$ cat src/rtl/core101_fetch_pkg.sv
// Shared definitions for the Core101 fetch front-end: default widths, fetch FSM
// state encoding and the instruction queue entry layout.
package core101_fetch_pkg;

   localparam int unsigned XLEN_DEF    = 32;
   localparam int unsigned PC_STEP_DEF = 4;

   localparam logic [1:0] S_FETCH   = 2'd0;
   localparam logic [1:0] S_WAIT    = 2'd1;
   localparam logic [1:0] S_DISCARD = 2'd2;

   typedef struct packed {
      logic [XLEN_DEF-1:0] pc;
      logic [XLEN_DEF-1:0] ins;
   } fetch_entry_t;

endpackage

$ cat src/rtl/ifu_fetch_fifo.sv
// Circular instruction queue for the fetch front-end: push/pop/flush, occupancy
// count and head outputs that hold the last head value while empty.
module ifu_fetch_fifo
   import core101_fetch_pkg::*;
#(
   parameter int unsigned XLEN   = XLEN_DEF,
   parameter int unsigned QDEPTH = 4,
   localparam int unsigned PW    = $clog2(QDEPTH),
   localparam int unsigned CW    = PW + 1
) (
   input  logic            clock_in,
   input  logic            reset_in,
   input  logic            flush,
   input  logic            push,
   input  logic [XLEN-1:0] push_pc,
   input  logic [XLEN-1:0] push_ins,
   input  logic            pop,
   output logic [CW-1:0]   count,
   output logic            head_valid,
   output logic [XLEN-1:0] head_pc,
   output logic [XLEN-1:0] head_ins
);

   logic [XLEN-1:0] pc_mem  [QDEPTH];
   logic [XLEN-1:0] ins_mem [QDEPTH];
   logic [PW-1:0]   rd_ptr;
   logic [PW-1:0]   wr_ptr;
   logic [XLEN-1:0] last_pc;
   logic [XLEN-1:0] last_ins;
   logic            do_push;
   logic            do_pop;

   assign head_valid = (count != '0);
   assign do_pop     = pop & head_valid & ~flush;
   // A full queue still accepts a push when the head leaves in the same cycle.
   assign do_push    = push & ~flush & ((count < CW'(QDEPTH)) | do_pop);

   assign head_pc  = head_valid ? pc_mem[rd_ptr]  : last_pc;
   assign head_ins = head_valid ? ins_mem[rd_ptr] : last_ins;

   always_ff @(posedge clock_in) begin
      if (do_push) begin
         pc_mem[wr_ptr]  <= push_pc;
         ins_mem[wr_ptr] <= push_ins;
      end
   end

   always_ff @(posedge clock_in or posedge reset_in) begin
      if (reset_in) begin
         rd_ptr   <= '0;
         wr_ptr   <= '0;
         count    <= '0;
         last_pc  <= '0;
         last_ins <= '0;
      end else begin
         if (head_valid) begin
            last_pc  <= pc_mem[rd_ptr];
            last_ins <= ins_mem[rd_ptr];
         end
         if (flush) begin
            rd_ptr <= '0;
            wr_ptr <= '0;
            count  <= '0;
         end else begin
            if (do_push) wr_ptr <= wr_ptr + PW'(1);
            if (do_pop)  rd_ptr <= rd_ptr + PW'(1);
            count <= count + CW'(do_push) - CW'(do_pop);
         end
      end
   end

   count_in_range : assert property (@(posedge clock_in) disable iff (reset_in)
      count <= CW'(QDEPTH));

endmodule

$ cat src/rtl/ifu_prefetch_queue.sv
// Core101 fetch front-end: PC generator, single-outstanding memory read and
// instruction queue toward decode. FETCH_PERF_EN adds fetch/stall perf counters.
//
// state     | meaning
// S_FETCH   | no read outstanding; issue one when not halted and a slot is free
// S_WAIT    | read outstanding; response is pushed into the queue
// S_DISCARD | read outstanding across a redirect; response is dropped
module ifu_prefetch_queue
   import core101_fetch_pkg::*;
#(
   parameter int unsigned     XLEN     = XLEN_DEF,
   parameter int unsigned     QDEPTH   = 4,
   parameter logic [XLEN-1:0] RESET_PC = '0,
   parameter int unsigned     PC_STEP  = PC_STEP_DEF,
   localparam int unsigned    CW       = $clog2(QDEPTH) + 1
) (
   input  logic            clock_in,
   input  logic            reset_in,
   input  logic            halt_in,
   input  logic            redirect_valid_in,
   input  logic [XLEN-1:0] redirect_addr_in,
   output logic            mem_read_out,
   output logic [XLEN-1:0] mem_addr_out,
   input  logic [XLEN-1:0] mem_data_in,
   input  logic            mem_valid_in,
   output logic            dec_valid_out,
   input  logic            dec_ready_in,
   output logic [XLEN-1:0] dec_ins_out,
   output logic [XLEN-1:0] dec_pc_out,
   output logic [CW-1:0]   queue_count_out
`ifdef FETCH_PERF_EN
   ,
   output logic [31:0]     perf_fetch_count_out,
   output logic [31:0]     perf_stall_count_out
`endif
);

   logic [1:0]      state;
   logic [XLEN-1:0] fetch_pc;
   logic [XLEN-1:0] req_pc;
   logic [XLEN-1:0] next_pc;
   logic [XLEN-1:0] redirect_pc;
   logic            push;
   logic            pop_fire;
   logic [CW-1:0]   count_after;

   assign mem_read_out = (state == S_WAIT) || (state == S_DISCARD);
   // Held separately from fetch_pc so a discarded read keeps its address stable.
   assign mem_addr_out = req_pc;
   assign next_pc      = fetch_pc + XLEN'(PC_STEP);
   assign redirect_pc  = {redirect_addr_in[XLEN-1:2], 2'b00};
   assign push         = (state == S_WAIT) & mem_valid_in & ~redirect_valid_in;
   assign pop_fire     = dec_valid_out & dec_ready_in;
   assign count_after  = queue_count_out + CW'(push) - CW'(pop_fire);

   ifu_fetch_fifo #(
      .XLEN   (XLEN),
      .QDEPTH (QDEPTH)
   ) u_fifo (
      .clock_in   (clock_in),
      .reset_in   (reset_in),
      .flush      (redirect_valid_in),
      .push       (push),
      .push_pc    (req_pc),
      .push_ins   (mem_data_in),
      .pop        (pop_fire),
      .count      (queue_count_out),
      .head_valid (dec_valid_out),
      .head_pc    (dec_pc_out),
      .head_ins   (dec_ins_out)
   );

   always_ff @(posedge clock_in or posedge reset_in) begin
      if (reset_in) begin
         state    <= S_FETCH;
         fetch_pc <= RESET_PC;
         req_pc   <= RESET_PC;
      end else begin
         case (state)
            S_FETCH: begin
               if (redirect_valid_in) begin
                  fetch_pc <= redirect_pc;
               end else if (!halt_in && (queue_count_out < CW'(QDEPTH))) begin
                  state  <= S_WAIT;
                  req_pc <= fetch_pc;
               end
            end
            S_WAIT: begin
               if (redirect_valid_in) begin
                  fetch_pc <= redirect_pc;
                  state    <= mem_valid_in ? S_FETCH : S_DISCARD;
               end else if (mem_valid_in) begin
                  fetch_pc <= next_pc;
                  req_pc   <= next_pc;
                  if (halt_in || (count_after >= CW'(QDEPTH))) state <= S_FETCH;
               end
            end
            S_DISCARD: begin
               if (redirect_valid_in) fetch_pc <= redirect_pc;
               if (mem_valid_in)      state    <= S_FETCH;
            end
            default: state <= S_FETCH;
         endcase
      end
   end

`ifdef FETCH_PERF_EN
   always_ff @(posedge clock_in or posedge reset_in) begin
      if (reset_in) begin
         perf_fetch_count_out <= '0;
         perf_stall_count_out <= '0;
      end else begin
         if (push)                          perf_fetch_count_out <= perf_fetch_count_out + 32'd1;
         if (mem_read_out && !mem_valid_in) perf_stall_count_out <= perf_stall_count_out + 32'd1;
      end
   end
`endif

endmodule

$ cat config.mk
export PLATFORM = sky130hd
export DESIGN_NAME = ifu_prefetch_queue
export DESIGN_NICKNAME = d
export VERILOG_FILES = /design/src/rtl/core101_fetch_pkg.sv /design/src/rtl/ifu_fetch_fifo.sv /design/src/rtl/ifu_prefetch_queue.sv
export SDC_FILE = /design/constraint.sdc
export NUM_CORES = 1
export LEC_CHECK = 0
export ABC_AREA = 1
export CORE_AREA = 2 2 211 151
export CTS_BUF_LIST = sky130_fd_sc_hd__clkbuf_4 sky130_fd_sc_hd__clkbuf_8
export DETAILED_ROUTE_END_ITERATION = 10
export DIE_AREA = 0 0 213 153
export MAX_ROUTING_LAYER = met4
export PLACE_DENSITY = 0.82
export SLEW_MARGIN = 20
export SYNTH_ARGS = -nofsm -noshare
export SYNTH_HDL_FRONTEND = slang
export SYNTH_SLANG_ARGS = --single-unit
$ cat constraint.sdc
create_clock -name clock_in -period 4.2 [get_ports clock_in]
set_clock_uncertainty 0.15 [all_clocks]
set_input_delay 0.84 -clock clock_in [delete_from_list [all_inputs] [get_ports clock_in]]
set_output_delay 0.84 -clock clock_in [all_outputs]
set_load 0.02 [all_outputs]
# ---- Word-level counts from Yosys, hierarchy flattened
# Memory sizes are Yosys's and may differ from the RTL's.
# Index checks and enable logic that the tools add are counted.
dict set report word_totals {
  mem_count 2
  word_cells 77
  out_inout_bits 101
  mem_bits_rw 256
  ff_bits 137
}
dict set report op_classes {
  eq_ne 10
  magnitude_cmp 2
  mux 25
  add_sub_neg 7
  reduce_logical 14
  n_bitwise 9
}
# memory words word_bits read_ports rd_ports_with_merged_regs wr line_no
set mem_list {}
lappend mem_list {u_fifo.ins_mem 4 32 1 0 1 ifu_fetch_fifo.sv:25} ;# logic [XLEN-1:0] ins_mem [QDEPTH];
lappend mem_list {u_fifo.pc_mem 4 32 1 0 1 ifu_fetch_fifo.sv:24} ;# logic [XLEN-1:0] pc_mem [QDEPTH];
# operator count
set op_table {}
lappend op_table {{2-to-1 mux 32 bit} 8}
lappend op_table {{one-hot mux 32 bit (2 select lines)} 2}
lappend op_table {{adder 32 x 3 -> 32 bit (second input constant)} 1}
lappend op_table {{2-to-1 mux 2 bit} 11}
lappend op_table {{inequality test 2 bit (second input constant)} 5}
lappend op_table {{AND reduction 5 bit} 2}
lappend op_table {{nonzero test 2 bit} 4}
lappend op_table {{AND 1 bit} 7}
lappend op_table {{adder 3 x 1 -> 3 bit} 2}
lappend op_table {{one-hot mux 2 bit (3 select lines)} 1}
lappend op_table {{subtractor 3 x 1 -> 3 bit} 2}
lappend op_table {{adder 2 x 1 -> 2 bit (second input constant)} 2}
lappend op_table {{>= comparator 3 bit (second input constant)} 1}
lappend op_table {{less-than comparator 3 bit (second input constant)} 1}
lappend op_table {{2-to-1 mux 3 bit} 1}
lappend op_table {{inequality test 3 x 2 -> 1 bit (second input constant)} 1}
lappend op_table {{inequality test 3 bit (second input constant)} 1}
lappend op_table {{AND reduction 3 bit} 1}
lappend op_table {{nonzero test 3 bit} 1}
lappend op_table {{== test 2 x 1 -> 1 bit (second input constant)} 1}
lappend op_table {{== test 2 bit (second input constant)} 1}
lappend op_table {{zero test 2 bit} 1}
lappend op_table {{logical OR 1 bit} 2}
lappend op_table {{2-to-1 mux 1 bit} 2}
lappend op_table {{other kinds (6)} 6}

# ---- Longest topological paths before layout
dict set report depth {
  ltp_word 11
  depth_mapped 14
}

# ---- Hierarchy
# A second synthesis with hierarchy kept.
dict set report unflattened {
  cells_unflattened 1956
  hier_area_um2 17694.5
}
# mod area_per_inst_um2 seq_area_each_um2 cells_each instances
set by_module_without_submodules {}
lappend by_module_without_submodules {ifu_fetch_fifo 13660.6 9464.1 1336 1}
lappend by_module_without_submodules {ifu_prefetch_queue 4033.9 1551.5 620 1}

# ---- Worst setup path after synthesis
# No wires, ideal clock.
dict set report synth_timing {
  path_kind {input to register}
  startpoint {input redirect_valid_in}
  endpoint {memory u_fifo.ins_mem[0][0] (netlist bit) (enable)}
  setup_slack_ns -0.398
  cell_stages 4
  arrival_time_ns 3.966
  setup_time_ns 0.482
  t_required_ns 3.568
  cell_sequence {buf_6 > a211oi_2 > inv_1 > nor2_1}
}
dict set report synth_between {
  elab_chain_len 6
}
# element line_no
set synth_lines {}
lappend synth_lines {{start, declared} ifu_prefetch_queue.sv:20} ;# input logic redirect_valid_in,
lappend synth_lines {{NOT 1 bit (*)} {ifu_fetch_fifo.sv:34, ifu_fetch_fifo.sv:36, ifu_prefetch_queue.sv:52}}
lappend synth_lines {{AND 1 bit, on equally long branches} {ifu_prefetch_queue.sv:52, ifu_fetch_fifo.sv:34}}
lappend synth_lines {{AND 1 bit or OR 1 bit (tied branches)} ifu_fetch_fifo.sv:36} ;# assign do_push = push & ~flush & ((count < CW'(QDEPTH)) | do_pop);
lappend synth_lines {{AND 1 bit (*)} ifu_fetch_fifo.sv:36}
lappend synth_lines {{2-to-1 mux 1 bit (*)} ifu_fetch_fifo.sv:42} ;# if (do_push) begin
lappend synth_lines {{2-to-1 mux 1 bit (implied by the code) (*)} ifu_fetch_fifo.sv:44} ;# ins_mem[wr_ptr] <= push_ins;
lappend synth_lines {{end, declared} ifu_fetch_fifo.sv:25}
# Mark *: on every way between the ends. The rest lies on a longest branch, timed or not.

# ---- Worst setup path in the final report
dict set report layout_timing {
  startpoint {register u_fifo.count[2]}
  endpoint {output dec_ins_out[26]}
}
dict set report layout_between {
  elab_chain_len 2
}
# element line_no
set layout_lines {}
lappend layout_lines {{start, declared} ifu_fetch_fifo.sv:18} ;# output logic [CW-1:0] count,
lappend layout_lines {{start signal, assigned} ifu_fetch_fifo.sv:67} ;# count <= count + CW'(do_push) - CW'(do_pop);
lappend layout_lines {{nonzero test 3 bit} ifu_fetch_fifo.sv:33} ;# assign head_valid = (count != '0);
lappend layout_lines {{2-to-1 mux 32 bit} -}
lappend layout_lines {{end, declared} ifu_prefetch_queue.sv:28} ;# output logic [XLEN-1:0] dec_ins_out,
# No other way between the ends.

==> impl_metrics.env <==
export IMPL_final_cell_mix="414 x nor2_1, 248 x edfxtp_1, 243 x nand2_1"
export IMPL_max_stage_delay_ns=0.70
export IMPL_period_share=0.955
export IMPL_grt_pass1_vias=11500
export IMPL_ys_warn_count=0
export IMPL_die_h_um=153
export IMPL_synthTopCellsByArea="edfxtp_1 47%, dfrtp_1 21%, nor2_1 9.8%, nand2_1 5.7%, o21ai_0 4.4%"
export IMPL_hpwl_um=24500
export IMPL_grt_usage=0.252
export IMPL_grt_setup_unrepaired="true"
export IMPL_clock_fmax_ghz=0.249
export IMPL_synth_area_leader_cell="edfxtp_1"
export IMPL_synth_top_area_share=0.466
export IMPL_crit_type="reg -> out"
export IMPL_cts_max_level=2
export IMPL_startpoint_type="flop"
export IMPL_wl_per_cell_um=18.0
export IMPL_cts_hold_buf=0
export IMPL_cts_sinks=381
export IMPL_yosysSeqAreaShare=0.674
export IMPL_gr_total_overflow=0
export IMPL_rows=54
export IMPL_cp_max_fo=64
export IMPL_clockRootBuffer="clkbuf_8"
export IMPL_die_area_um2=32600
export IMPL_post_cts_resized=0
export IMPL_dp_cells=2090
export IMPL_io_pins=171
export IMPL_drt_iter0_markers=1060
export IMPL_numCtsBuffers=56
export IMPL_syn_inst=1551
export IMPL_antenna_found_initial=0
export IMPL_cp_required_ns=3.21
export IMPL_fill_cells=2381
export IMPL_relSlewSlack=0.312
export IMPL_hold_viol=0
export IMPL_area_growth_pct=21.1
export IMPL_multi_input_area_um2=4620
export IMPL_start_util=0.522
export IMPL_post_route_worst_setup_slack_ns=0.189
export IMPL_critPathTopFamily="buffers and inverters"
export IMPL_crit_path_end_kind="primary output"
export IMPL_clock_latency_ns=0.61
export IMPL_tightest_slew_ns=1.03
export IMPL_ys_types=34
export IMPL_grt_pass1_wl_um=61800
export IMPL_drc=0
export IMPL_cts_tree="yes"
export IMPL_reg2regPathDepth=7
export IMPL_p_total_mw=15.7
export IMPL_drt_wl_total_um=39500
export IMPL_min_to="u_fifo.last_pc[1]"
export IMPL_synth_area_um2=16000
export IMPL_critPathSlowestCell="clkdlybuf4s50_1"
export IMPL_nNetsFinal=1811
export IMPL_postCtsSetupRepairBufs=0
export IMPL_worstPathArrival_ns=3.02
export IMPL_worstPathCellList="inv_2, nand2_1, nor2_2, inv_6, buf_4, nor2_1, a31oi_1, clkdlybuf4s50_1"
export IMPL_fin_crit_ns=4.01
export IMPL_vias_per_cell=5.36
export IMPL_r2r_end="u_fifo.ins_mem[0][14]"
export IMPL_gp_congestion=0.951
export IMPL_regArea_um2=10800
export IMPL_hold_class="reg -> reg"
export IMPL_synth_seq_cells=381
export IMPL_finalSetupViolations=0
export IMPL_p_per_area_nw_per_um2=810
export IMPL_rrSetupSlack_ns=1.43
export IMPL_status="complete, no violations"
export IMPL_instances_no_fill=2195
export IMPL_io_buffers=166
export IMPL_holdWs_ns=0.354
export IMPL_pre_cts_slack_ns=0.688
export IMPL_num_vias=11800
export IMPL_final_common_cell="nor2_1"
export IMPL_core_area_um2=30600
export IMPL_grt_start_max_net_pins=126
export IMPL_path_buf_inv=4
export IMPL_hold_path_startpoint="u_fifo.last_pc[1]"
export IMPL_drt_antenna_violating_nets=0
export IMPL_max_cap_violations=0
export IMPL_path_clk_slew_ns=0.07
export IMPL_cts_buffer_depth=3
export IMPL_worstReg2RegStart="state[1]"
export IMPL_syn_avg_cell_area_um2=10.3
export IMPL_drv_slew=0
export IMPL_drive_above_1_share=0.0936
export IMPL_p_leak_nw=7.41
export IMPL_dr_pass1_iters=5
export IMPL_final_util=0.632
export IMPL_ir_drop_mv=0.534
export IMPL_worstHoldPathCells=2
export IMPL_die_w_um=213
[report_power, final]
| part | internal (mW) | switching, mW | total, mW |
|---|---|---|---|
| Clock | 1.81 | 1.40 | 3.21 |
| Sequential | 4.94 | 0.642 | 5.58 |
| Combinational | 2.54 | 4.33 | 6.87 |
[cells by family (layout without fill, tap and decap cells)]
group	count (synthesis)	count (layout)	share of synthesized area
other cells	1	3	0.000235
compound gates	262	262	0.0886
fa+ha+maj	13	13	0.0106
xor+xnor	9	9	0.00493
simple gates	740	740	0.182
flops	381	381	0.674
buf+inv	145	367	0.0388
[area by class of cell]
type                       count  share of cell area
sequential                   381               0.557
multi-input combinational   1026               0.239
timing repair buffer         196              0.0988
clock buffer                  92              0.0580
tap                          420              0.0272
inverter                      67              0.0136
clock inverter                12             0.00608
antenna                        1            0.000129
[layer usage]
layer  wire length, µm  global-route usage  vias to the layer above
met5                 0                   -                        -
met4               820              0.0736                        0
met3              3290              0.0542                       63
met2             17900               0.373                      467
met1             17500               0.353                     5647
li1                  -                   -                     5598
[cells in the mapped netlist, drive strengths merged]
cell type / n
conb: 1
xor2: 5
a211oi: 1
edfxtp: 248
nor2: 426
a21oi: 31
o21ai: 161
dfrtp: 133
nand2: 247
o21a: 1
xnor2: 4
ha: 12
o22ai: 1
buf: 40
clkbuf: 38
nand3: 63
inv: 66
nand4: 4
a31oi: 62
fa: 1
o211ai: 5
clkinv: 1
[worst reg2reg max path: stages (launching register included)]
cell      delay [ns]
dfrtp_1         0.42
inv_1           0.11
ha_1            0.28
nand2_2         0.11
a211oi_2        0.33
inv_1           0.28
nor2_4          0.23
buf_4           0.47
[sequential cells by signal, summed over array words and instances, names as in the netlist]
name	count
state	2
u_fifo.ins_mem	128
u_fifo.pc_mem	120
u_fifo.rd_ptr	2
u_fifo.last_ins	32
u_fifo.count	3
fetch_pc	30
mem_addr_out	30
u_fifo.last_pc	32
u_fifo.wr_ptr	2
[per-stage QoR]
step	area, µm²	setup TNS [ns]
floorplan	16000	-98.76
detailed placement	18100	0
global route	19300	-0.00550
CTS	19300	0
global placement	18100	0
finish	19300	0
[how the worst max path moves through the flow]
stage / startpoint / endpoint / slack [ns] / cells after the start
after floorplan: redirect_valid_in / u_fifo.ins_mem[0][0] / -0.40 / 4
after global placement: u_fifo.count[2] / dec_ins_out[26] / 0.72 / 8
after detailed placement: u_fifo.count[2] / dec_ins_out[17] / 0.69 / 8
after CTS: u_fifo.count[2] / dec_ins_out[17] / 0.02 / 8
after global routing: u_fifo.count[2] / dec_ins_out[26] / -0.006 / 8
final: u_fifo.count[2] / dec_ins_out[26] / 0.19 / 8
No activity file was read; power rests on OpenSTA's default activity.
